$ cat src/rtl/sky_scene_sequencer.sv
// Frame-synchronous day-cycle and sun-sprite controller for the SkyKing renderer.
// Scene state updates only on the vsync leading edge, so it changes inside vertical blanking.
module sky_scene_sequencer #(
    parameter int VS_ACTIVE_LOW   = 1,
    parameter int FRAMES_PER_STEP = 4,
    parameter int SUN_STEP        = 32,
    parameter int SUN_X_MIN       = 0,
    parameter int SUN_X_MAX       = 608,
    parameter int SUN_Y_LOW       = 400,
    parameter int SUN_Y_HIGH      = 96
) (
    input  logic       clk,
    input  logic       rst_n,
    input  logic       vsync,
    input  logic       run,
    input  logic       step,
    output logic       frame_tick,
    output logic [9:0] frame_count,
    output logic [1:0] phase,
    output logic [9:0] sun_x,
    output logic [9:0] sun_y,
    output logic       sun_vis
);

    typedef enum logic [1:0] {
        DAWN  = 2'd0,
        DAY   = 2'd1,
        DUSK  = 2'd2,
        NIGHT = 2'd3
    } phase_t;

    localparam logic        VS_IDLE  = (VS_ACTIVE_LOW != 0);
    localparam logic [9:0]  X_MIN    = 10'(SUN_X_MIN);
    localparam logic [10:0] X_MAX    = 11'(SUN_X_MAX);
    localparam logic [10:0] X_STEP   = 11'(SUN_STEP);
    localparam logic [9:0]  Y_LOW    = 10'(SUN_Y_LOW);
    localparam logic [9:0]  Y_HIGH   = 10'(SUN_Y_HIGH);
    localparam logic [7:0]  DIV_LAST = 8'(FRAMES_PER_STEP - 1);

    phase_t      phase_q, phase_d;
    logic        vs_q;
    logic        tick_q;
    logic [9:0]  fc_q, fc_d;
    logic [9:0]  x_q, x_d;
    logic [9:0]  y_q, y_d;
    logic        vis_q, vis_d;
    logic [7:0]  div_q, div_d;
    logic        pend_q, pend_d;
    logic        lead;
    logic        advance;
    logic [10:0] nx;

    assign lead = (vsync != VS_IDLE) && (vs_q == VS_IDLE);
    assign nx   = {1'b0, x_q} + X_STEP;

    always_comb begin
        phase_d = phase_q;
        fc_d    = fc_q;
        x_d     = x_q;
        div_d   = div_q;
        pend_d  = pend_q;
        advance = 1'b0;

        if (lead) begin
            fc_d = fc_q + 10'd1;
            if (run) begin
                if (div_q == DIV_LAST) begin
                    div_d   = 8'd0;
                    advance = 1'b1;
                end else begin
                    div_d = div_q + 8'd1;
                end
            end else begin
                advance = pend_q || step;
            end
        end

        // A step landing on the tick is consumed by that tick.
        if (run || lead) begin
            pend_d = 1'b0;
        end else if (step) begin
            pend_d = 1'b1;
        end

        if (advance) begin
            if (nx <= X_MAX) begin
                x_d = nx[9:0];
            end else begin
                x_d = X_MIN;
                unique case (phase_q)
                    DAWN:    phase_d = DAY;
                    DAY:     phase_d = DUSK;
                    DUSK:    phase_d = NIGHT;
                    default: phase_d = DAWN;
                endcase
            end
        end

        y_d   = (phase_d == DAY) ? Y_HIGH : Y_LOW;
        vis_d = (phase_d != NIGHT);
    end

    always_ff @(posedge clk or negedge rst_n) begin
        if (!rst_n) begin
            vs_q    <= VS_IDLE;
            tick_q  <= 1'b0;
            fc_q    <= 10'd0;
            phase_q <= DAWN;
            x_q     <= X_MIN;
            y_q     <= Y_LOW;
            vis_q   <= 1'b1;
            div_q   <= 8'd0;
            pend_q  <= 1'b0;
        end else begin
            vs_q    <= vsync;
            tick_q  <= lead;
            fc_q    <= fc_d;
            phase_q <= phase_d;
            x_q     <= x_d;
            y_q     <= y_d;
            vis_q   <= vis_d;
            div_q   <= div_d;
            pend_q  <= pend_d;
        end
    end

    assign frame_tick  = tick_q;
    assign frame_count = fc_q;
    assign phase       = phase_q;
    assign sun_x       = x_q;
    assign sun_y       = y_q;
    assign sun_vis     = vis_q;

endmodule
$ cat config.mk
export PLATFORM = sky130hd
export DESIGN_NAME = sky_scene_sequencer
export DESIGN_NICKNAME = d
export VERILOG_FILES = /design/src/rtl/sky_scene_sequencer.sv
export SDC_FILE = /design/constraint.sdc
export NUM_CORES = 1
export LEC_CHECK = 0
export BUFFER_PORTS_ARGS = -buffer_cell sky130_fd_sc_hd__buf_2
export CORE_AREA = 2 2 60 62
export DETAILED_ROUTE_END_ITERATION = 10
export DIE_AREA = 0 0 62 64
export PLACE_DENSITY_LB_ADDON = 0.2
export REMOVE_ABC_BUFFERS = 1
export SYNTH_ARGS = -nofsm -noshare
export SYNTH_HDL_FRONTEND = slang
export SYNTH_SLANG_ARGS = --single-unit
$ cat constraint.sdc
create_clock -name clk -period 4.4 [get_ports clk]
set_clock_uncertainty 0.15 [all_clocks]
set_input_delay 0.22 -clock clk [delete_from_list [all_inputs] [get_ports clk]]
set_output_delay 0.22 -clock clk [all_outputs]
set_load 0.1 [all_outputs]
# Yosys cells after proc, flatten, opt, wreduce, memory -nomap -nowiden
# Cells that the tools add are included.
# op_classes
n_reduce_logical	6
eq_ne	5
n_addsub	3
magnitude_cmp	1
mux	11
bitwise_logic	1
# op_table
cell	n
$add 10x6->11 const B	1
$le 11x10->1 const B	1
$add 10x1->10 const B	1
$mux 10	1
$mux 9	1
$add 8x1->8 const B	1
$eq 8x2->1 const B	1
$mux 8	1
$pmux 2 s3	1
$mux 1	5
$eq 2x1->1 const B	2
$mux 2	2
$eq 2x2->1 const B	1
$logic_not 2->1	1
$logic_or 1x1->1	2
$ne 2x2->1 const B	1
$reduce_and 2->1	1
$reduce_bool 2->1	1
$logic_and 1x1->1	1
$not 1->1	1
# word_totals
register_bits	43
out_inout_bits	34
wordCells	36
in_bits	5

# Depth between registers and ports, before layout
# Gate-level depths: netlist of run 1.
# logic_depth
ltp_word	7
depth_mapped	7
mapped_depth_nobuf	7

# Least setup slack after synthesis of run 1
# Ideal clock, no wire load.
# synth_path
path_type	register to register
from	reg x_q[5] (netlist: sun_x[5])
to	reg phase_q[1] (netlist: phase[1])
path_buffers	0
setup_slack_ns	1.677
period_less_slack_ns	2.723
t_arrival_ns	2.445
required_ns	4.121
path_stages_with_launch	8
cell_sequence	dfrtp_1 inv_1 ha_1 nor2_1 nor3b_1 o21a_1 o21ai_2 mux2_1
# synth_via
elab_chain_len	4
# synth_lines
item	line	rtl
start: declaration	44	logic [9:0] x_q, x_d;
start signal: assignment	109	x_q <= X_MIN;
start signal: assignment	119	x_q <= x_d;
$add 10x6->11	54	assign nx = {1'b0, x_q} + X_STEP;
$le 11x10->1	86	if (nx <= X_MAX) begin
$mux 2	86	
$mux 2	85	if (advance) begin
via phase_d[1]	40	phase_t phase_q, phase_d;
end signal: assignment	118	phase_q <= phase_d;
end: declaration	40	
# The timed path passes the listed nets, and every way through them passes these cells.
# A chain may end at the register's enable or synchronous reset.

# Worst setup path after layout of run 1
# layout_path
from	reg div_q[0]
to	reg x_q[9] (netlist: sun_x[9])
# layout_via
elab_chain_len	4
# layout_lines
item	line	rtl
start: declaration	47	logic [7:0] div_q, div_d;
start signal: assignment	122	div_q <= div_d;
$eq 8x2->1	67	if (div_q == DIV_LAST) begin
$mux 1	67	
$mux 1	66	if (run) begin
$mux 1	64	if (lead) begin
# No other way between the ends.

==> results.rst, run 1 <==
.. list-table::
   :header-rows: 1

   * - Metric
     - Value
   * - Fraction of registers with async set/reset
     - 100%
   * - Top area cells in the synthesized netlist
     - sky130_fd_sc_hd__dfrtp_1 (44%), sky130_fd_sc_hd__buf_4 (6.1%), sky130_fd_sc_hd__dfstp_2 (4.9%)
   * - Netlist Area Pre-Place
     - approximately 0.0016 mm^2
   * - Residual antenna-violating net count after detailed routing
     - 0
   * - Number of different library cells in the post-synthesis netlist
     - between 40 and 50
   * - Crit path time final
     - 2.40 ns
   * - Number of buffers added by the clock tree synthesis step
     - 5
   * - Element type at the critical path start
     - flip-flop
   * - CTS tree
     - done
   * - Number of cells traversed by the worst register-to-register path
     - 6
   * - Core area
     - about 0.0033 mm^2
   * - Clock network latency to the later pin of the worst-skew pair
     - roughly 0.32 ns
   * - Cell with the largest stage delay on the worst path
     - sky130_fd_sc_hd__or4_1
   * - Largest stage delay on the critical path
     - 0.54 ns
   * - Num rows
     - 21
   * - Gate count of the mapped netlist
     - approximately 150
   * - IO buf count
     - 28
   * - Floorplan die area
     - approximately 0.0040 mm^2
   * - Vias after detailed routing
     - 1149
   * - Number of DRC markers after the initial detailed-route iteration
     - between 70 and 80
   * - Worst reg2reg path endpoint
     - sun_x[9]
   * - Source of the worst hold timing path
     - step
   * - Combined area of the multi-input logic cells
     - 734 um^2
   * - Dpl cells
     - roughly 220
   * - Final Setup Violations
     - 0
   * - Synthesis-to-layout area growth
     - 14.1%
   * - Arrival @ worst endpoint
     - roughly 2.5 ns
   * - Met2 track demand over resource in global routing
     - around 23%
   * - Met3 track utilization from global routing
     - between 5 and 6%
   * - Hold violation count in the final report
     - 0
   * - Antenna violations before repair
     - 0
   * - Cell-by-cell listing of the critical path
     - ha_1 > or4b_4 > nor4_4 > o211ai_4 > or4_1 > o21ai_1
   * - Sequential cell area fraction in the yosys report
     - 48.7%
   * - Count of TritonRoute iterations in the first routing pass
     - 4
   * - GR peak layer
     - met2
   * - Vias in the first global route
     - ~1.0k
   * - HP Class
     - in -> reg
   * - Max Slew Vio Count
     - 0
   * - Mean instance size in the synthesized netlist
     - between 10 and 15 um^2
   * - Number of gates resized after CTS
     - 0
   * - Synthesized flop and latch total
     - 31
   * - Post-detailed-routing wire length
     - approximately 2700 um
   * - Area after detailed placement
     - approximately 0.0017 mm^2
   * - Wire length of the first global-routing pass
     - 4530 um
   * - Crit path depth
     - 6
   * - Yosys warns
     - 0
   * - HPWL Detailed
     - between 1500 and 2000 um
   * - Max transition margin
     - between 50% and 60%
   * - RSZ-0062 raised after global routing
     - false
   * - Die Span X
     - 62 um
   * - Final cell area excluding filler cells
     - between 0.0015 and 0.002 mm^2
   * - Non-filler cells in the finished layout
     - around 230
   * - Average wire per standard cell
     - 12.1 um
   * - Hold Slack
     - 0.0665 ns
   * - Reg2Reg Launch Point
     - div_q[0]
   * - Final RePlAce weighted congestion
     - about 0.85
   * - Count of fill cells added during filler insertion
     - approximately 300
   * - Total power per unit cell area
     - around 670 mW/mm^2
   * - Max Cap Viol
     - 0
   * - Number of sinks handled by clock tree synthesis
     - 31
   * - Final worst-path cycle share
     - between 50% and 60%
   * - Sink of the worst hold path
     - pend_q
   * - Cell family with the largest share of critical-path delay
     - simple AND/OR/NAND/NOR gates
   * - Number of remaining DRC errors
     - 0
   * - Number of vias per cell
     - slightly above 5
   * - EDFF count, synth
     - 0
   * - Number of nets in the finished design
     - about 190
   * - Clock transition at the register clock pins on the worst setup and hold paths after CTS
     - approximately 0.090 ns
   * - Maximum achievable frequency
     - ~420 MHz
   * - Leak Pwr
     - between 0.9 and 1 nW
   * - Worst slew pin tran
     - 0.680 ns
   * - Aggregate negative setup slack
     - 0 ns
   * - Status
     - finished clean
   * - Pin count of the biggest net entering global routing
     - 32
   * - Overflow left after global routing
     - 0
   * - Hold-critical path depth
     - 3
   * - Starting density of the core
     - around 50%
   * - Kind of end point of the critical path
     - flip-flop
   * - Post-synth top area share
     - 43.8%
   * - Critical-path maximum fanout
     - 7
   * - Top-level port count
     - 39
   * - Most used flip-flop cell after synthesis
     - sky130_fd_sc_hd__dfrtp_1
   * - Antenna diode instance count
     - 0
   * - Cell taking the most area after synthesis
     - sky130_fd_sc_hd__dfrtp_1
   * - FF-to-FF setup slack
     - around 2.0 ns
   * - Number of H-tree branching levels
     - 2
   * - Met1 track utilization from global routing
     - between 15 and 20%
   * - Critical Path RT
     - around 4.5 ns
   * - Reg area
     - between 700 and 800 um^2
   * - Buffer levels on the longest clock path
     - 2
   * - Worst setup path class
     - reg -> reg
   * - Share of final-layout standard cells stronger than drive strength 1
     - around 25%
   * - Total track usage
     - 15.4%
   * - Max IR drop VDD
     - 925 uV
   * - Die H
     - between 60 and 70 um
   * - Root Buffer Master
     - sky130_fd_sc_hd__clkbuf_4
   * - Critical path buffers and inverters
     - 0
-- per-stage QoR --
step	setup WS, ns	util [%]	power [W]
2_1_floorplan	1.67	-	0.000938
3_3_place_gp	2.06	52.6	0.00103
3_5_place_dp	2.00	52.6	0.00104
4_1_cts	1.98	55.6	0.00123
5_1_grt	1.84	55.6	0.00128
6_report	2.00	55.6	0.00122
-- cell usage in the layout (no fill, tap or decap), types with 5 or more instances in the layout --
master                     instances
sky130_fd_sc_hd__xnor2_1           9
sky130_fd_sc_hd__nand4_1           7
sky130_fd_sc_hd__xor2_1            5
sky130_fd_sc_hd__nand2_1          16
sky130_fd_sc_hd__buf_2            28
sky130_fd_sc_hd__conb_1           10
sky130_fd_sc_hd__ha_1              6
sky130_fd_sc_hd__clkbuf_4          5
sky130_fd_sc_hd__nor2_1           10
sky130_fd_sc_hd__dfrtp_1          28
-- worst max path at each step --
stage / start / endpoint / slack, ns
6_report: div_q[0] / sun_x[9] / 2.00
5_1_grt: div_q[0] / sun_x[9] / 1.84
4_1_cts: div_q[0] / sun_x[9] / 1.98
3_5_place_dp: div_q[0] / sun_x[9] / 2.00
3_3_place_gp: div_q[0] / sun_x[9] / 2.06
2_1_floorplan: sun_x[5] / phase[1] / 1.67
-- cell families after synthesis --
kind of cell             synth area share, %
multiplexers                            3.44
adder cells (fa/ha/maj)                 4.69
AO/OA/AOI/OAI                           10.2
XOR/XNOR                                7.66
AND/OR/NAND/NOR                         17.6
flip-flops                              48.7
other                                  0.234
buffers and inverters                   7.50
-- sequential cells by signal, indices dropped and copies added, names as in the netlist --
signal	cells
vs_q	1
phase	2
sun_y	2
sun_x	5
sun_vis	1
frame_count	10
pend_q	1
frame_tick	1
div_q	8
-- metal layers --
layer | up-vias | share of wire (%) | routed length [um]
met5 | - | 0 | 0
met4 | 0 | 1.5 | 40
met3 | 4 | 6.0 | 164
met2 | 37 | 47 | 1290
met1 | 547 | 45 | 1240
li1 | 561 | - | -
-- where the power goes --
group	internal [W]	switching, W	leakage, nW
logic	0.000123	0.000473	0.465
registers	0.000347	0.0000912	0.402
clock network	0.0000940	0.0000909	0.0386
total	0.000564	0.000655	0.905
-- worst min-delay path, cell delays in order --
cell	delay (ns)
sky130_fd_sc_hd__buf_2	0.08
sky130_fd_sc_hd__nor2_1	0.06
sky130_fd_sc_hd__nor3_1	0.13
-- synthesized netlist by cell type (all sizes together), types with 3 or more instances --
master and count:
dfrtp 28, nand2 16, buf 14, nor2 10, xnor2 9, nand4 7, ha 6, o21ai 5
xor2 5, inv 4, mux2 4, nor3 4, a21o 3, dfstp 3
-- layout make-up --
class | instances | share of cell area (%)
Clock buffer | 8 | 3.77
Inverter | 4 | 0.822
Multi-Input combinational cell | 107 | 40.2
Sequential cell | 31 | 42.7
Tap cell | 46 | 3.15
Timing Repair Buffer | 31 | 9.32
-- repair_timing --
action | 4_1_cts | 5_1_grt
endpoints found under the setup margin | 0 | 0
hold buffers | 3 | 0
setup buffers | 0 | 0
hold endpoints to repair | 30 | 0
Note: power is estimated with default switching activity, not from simulation.
==> inputs of run 2 (changes only) <==
==> constraint.sdc (replaced) <==
create_clock -name clk -period 2.3 [get_ports clk]
set_clock_uncertainty 0.15 [all_clocks]
set_input_delay 0.115 -clock clk [delete_from_list [all_inputs] [get_ports clk]]
set_output_delay 0.115 -clock clk [all_outputs]
set_load 0.1 [all_outputs]
==> run 2 against run 1 <==
  * Count of clock-buffer cells in the layout decreased by 1
  * Sequential share of layout area down 1.6 points
  * Routed wire length grew 2.4%
  * Critical path depth stayed put
  * Maximum frequency up 6.1%
  * Clock power grew 74%
  * Design area up 3.8%
  * Sequential power rose by 92%
  * Utilization increased by 2.1 points
  * Non-clock buffer count grew 8
  * Largest cell class unchanged
  * Largest power group unchanged
==> results.rst, run 2 (same netlist as run 1, synthesis figures left out) <==
.. list-table::
   :header-rows: 1

   * - Metric
     - Value
   * - Status
     - finished clean
   * - Number of vias per cell
     - 5.09 (+0.46%)
   * - Starting density of the core
     - 48.7% (unchanged)
   * - Number of DRC markers after the initial detailed-route iteration
     - 85 (+10%)
   * - Critical Path RT
     - 2.36 ns (-2.14 ns)
   * - HP Class
     - in -> async
   * - Residual antenna-violating net count after detailed routing
     - 0 (unchanged)
   * - Crit path time final
     - 2.26 ns (-0.139 ns)
   * - Root Buffer Master
     - sky130_fd_sc_hd__clkbuf_4
   * - Hold violation count in the final report
     - 0 (unchanged)
   * - Max transition margin
     - 55.9% (+1.3 points)
   * - Count of TritonRoute iterations in the first routing pass
     - 4 (unchanged)
   * - Switching part of the total power
     - 54.0% (+0.25 points)
   * - Die Span X
     - 62 um (unchanged)
   * - Overflow left after global routing
     - 0 (unchanged)
   * - Hold Slack
     - 0.192 ns (+0.125 ns)
   * - Final worst-path cycle share
     - 98.5% (+44 points)
   * - Total power consumption of the routed design
     - 0.00234 W (+92%)
   * - Setup WS pre-CTS
     - 0.0382 ns (-1.96 ns)
   * - Clock network latency to the later pin of the worst-skew pair
     - 0.33 ns (about the same)
   * - Aggregate negative setup slack
     - 0 ns (unchanged)
   * - Maximum achievable frequency
     - 442 MHz (+6.1%)
   * - Max Slew Vio Count
     - 0 (unchanged)
   * - Count of fill cells added during filler insertion
     - 302 (+0.33%)
   * - Post-route setup slack
     - 0.0352 ns (-1.96 ns)
   * - Kind of end point of the critical path
     - flip-flop
   * - Total track usage
     - 16.3% (+0.85 points)
   * - Crit path depth
     - 6 (unchanged)
   * - Number of nets in the finished design
     - 199 (+4.2%)
   * - Average wire per standard cell
     - 11.9 um (-1.0%)
   * - Net Sw Power
     - 0.00126 W (+93%)
   * - Synthesis-to-layout area growth
     - 18.4%
   * - Clock transition at the register clock pins on the worst setup and hold paths after CTS
     - 0.10 ns (about the same)
   * - Largest stage delay on the critical path
     - 0.47 ns (-0.07 ns)
   * - Number of remaining DRC errors
     - 0 (unchanged)
   * - Cell family with the largest share of critical-path delay
     - simple AND/OR/NAND/NOR gates
   * - Cell with the largest stage delay on the worst path
     - sky130_fd_sc_hd__or4b_4
   * - Final RePlAce weighted congestion
     - 0.882 (+4.0%)
   * - Share of total power in combinational logic
     - 50.3% (+1.4 points)
   * - Element type at the critical path start
     - flip-flop
   * - Top-level port count
     - 39 (unchanged)
   * - Wire length of the first global-routing pass
     - 4790 um (+5.8%)
   * - Worst setup path class
     - reg -> reg
   * - Num rows
     - 21 (unchanged)
   * - Leak Pwr
     - 0.950 nW (+5.0%)
   * - Pin count of the biggest net entering global routing
     - 32 (unchanged)
   * - Worst slew pin tran
     - 0.661 ns (-0.0190 ns)
   * - RSZ-0062 raised after global routing
     - true
   * - Total power per unit cell area
     - 1230 mW/mm^2 (+85%)
   * - Final Setup Violations
     - 0 (unchanged)
   * - Arrival @ worst endpoint
     - 2.33 ns (-0.17 ns)
   * - IO buf count
     - 28 (unchanged)
   * - Vias in the first global route
     - 1100 (+6.0%)
   * - Critical-path maximum fanout
     - 5 (-2)
   * - Antenna violations before repair
     - 0 (unchanged)
   * - Commonest non-fill, non-tap cells in the layout
     - sky130_fd_sc_hd__dfrtp_1 (28), sky130_fd_sc_hd__buf_2 (28), sky130_fd_sc_hd__nand2_1 (16), sky130_fd_sc_hd__nor2_1 (10), sky130_fd_sc_hd__conb_1 (10)
   * - Die H
     - 64 um (unchanged)
   * - Number of buffers added by the clock tree synthesis step
     - 5 (unchanged)
   * - Share of final-layout standard cells stronger than drive strength 1
     - 28.6% (+3.2 points)
   * - Dpl cells
     - 222 (+2.8%)
   * - Max Cap Viol
     - 0 (unchanged)
   * - Antenna diode instance count
     - 0 (unchanged)
   * - Internal power contribution
     - 0.00108 W (+91%)
   * - Post-detailed-routing wire length
     - 2810 um (+2.4%)
   * - Buffer levels on the longest clock path
     - 2 (unchanged)
   * - Critical path buffers and inverters
     - 0 (unchanged)
   * - Number of H-tree branching levels
     - 2 (unchanged)
   * - Clk pwr share
     - 13.8% (-1.4 points)
   * - Core area
     - 0.00328 mm^2 (unchanged)
   * - Non-filler cells in the finished layout
     - 235 (+3.5%)
   * - Number of cells traversed by the worst register-to-register path
     - 6 (unchanged)
   * - Number of sinks handled by clock tree synthesis
     - 31 (unchanged)
   * - CTS tree
     - done
   * - Max IR drop VDD
     - 1390 uV (+51%)
   * - Sequential group share of total power
     - 35.9% (about the same)
   * - Cell-by-cell listing of the critical path
     - ha_1 > or4b_4 > nor4_4 > o211a_2 > o21ai_4 > mux2_1
   * - Largest register FFs
     - 10 (unchanged)
   * - Vias after detailed routing
     - 1195 (+4.0%)
   * - HPWL Detailed
     - 2040 um (+2.9%)
   * - Floorplan die area
     - 0.00397 mm^2 (unchanged)
run 2: cell count changes in the layout (fill, tap and decap cells not counted), sizes merged:
cell | previous run | this run
clkbuf | 8 | 7
clkinv | 0 | 1
dlygate4sd3 | 3 | 4
buf | 28 | 35
run 2: final timing paths:
path                                 from             end  slack, ns
setup / recovery                 div_q[1]        phase[0]       0.04
hold / removal                      rst_n        div_q[7]       0.19
setup reg to reg                 div_q[1]        phase[0]       0.04
hold reg to reg            frame_count[9]  frame_count[9]       0.33
max in group asynchronous           rst_n  frame_count[0]       1.37
min in group clk                    vsync            vs_q       0.29
run 2: per-layer routing:
layer	share of wire [%]	GRT usage, %
met3	5.4	6.07
met4	1.8	6.12
met1	43	19.9
met5	0	0
met2	50	25.5
run 2: stage by stage:
stage | area [um^2] | utilization [%]
after floorplan | 1530 | -
after global placement | 1770 | 53.9
after detailed placement | 1770 | 53.9
after CTS | 1870 | 57.0
after global routing | 1890 | 57.7
final | 1890 | 57.7
run 2: worst reg2reg max path, cell delays in order (launching register included):
cell                      delay (ns)
sky130_fd_sc_hd__dfrtp_1        0.37
sky130_fd_sc_hd__ha_1           0.16
sky130_fd_sc_hd__or4b_4         0.47
sky130_fd_sc_hd__nor4_4         0.25
sky130_fd_sc_hd__o211a_2        0.30
sky130_fd_sc_hd__o21ai_4        0.11
sky130_fd_sc_hd__mux2_1         0.34
run 2: cell type report:
cell class	instances	area, um^2	area share, %
Timing Repair Buffer	39	233	12.3
Tap cell	46	57.6	3.04
Inverter	4	15.0	0.793
Multi-Input combinational cell	107	749	39.6
Clock buffer	7	55.1	2.91
Clock inverter	1	5.00	0.264
Sequential cell	31	779	41.1
run 2: timing repair:
action,4_1_cts,5_1_grt
gates resized for setup,0,2
setup buffers,0,1
hold endpoints to repair,32,0
setup endpoints to repair,0,5
hold buffers,4,0
run 2: power by group through the flow:
stage                     clock, W  combinational, W  sequential, W
final                     0.000322           0.00118       0.000839
after global routing      0.000364           0.00124       0.000865
after CTS                 0.000340           0.00117       0.000838
after detailed placement         0           0.00117       0.000846
after global placement           0           0.00115       0.000832
after floorplan                  0          0.000355        0.00144
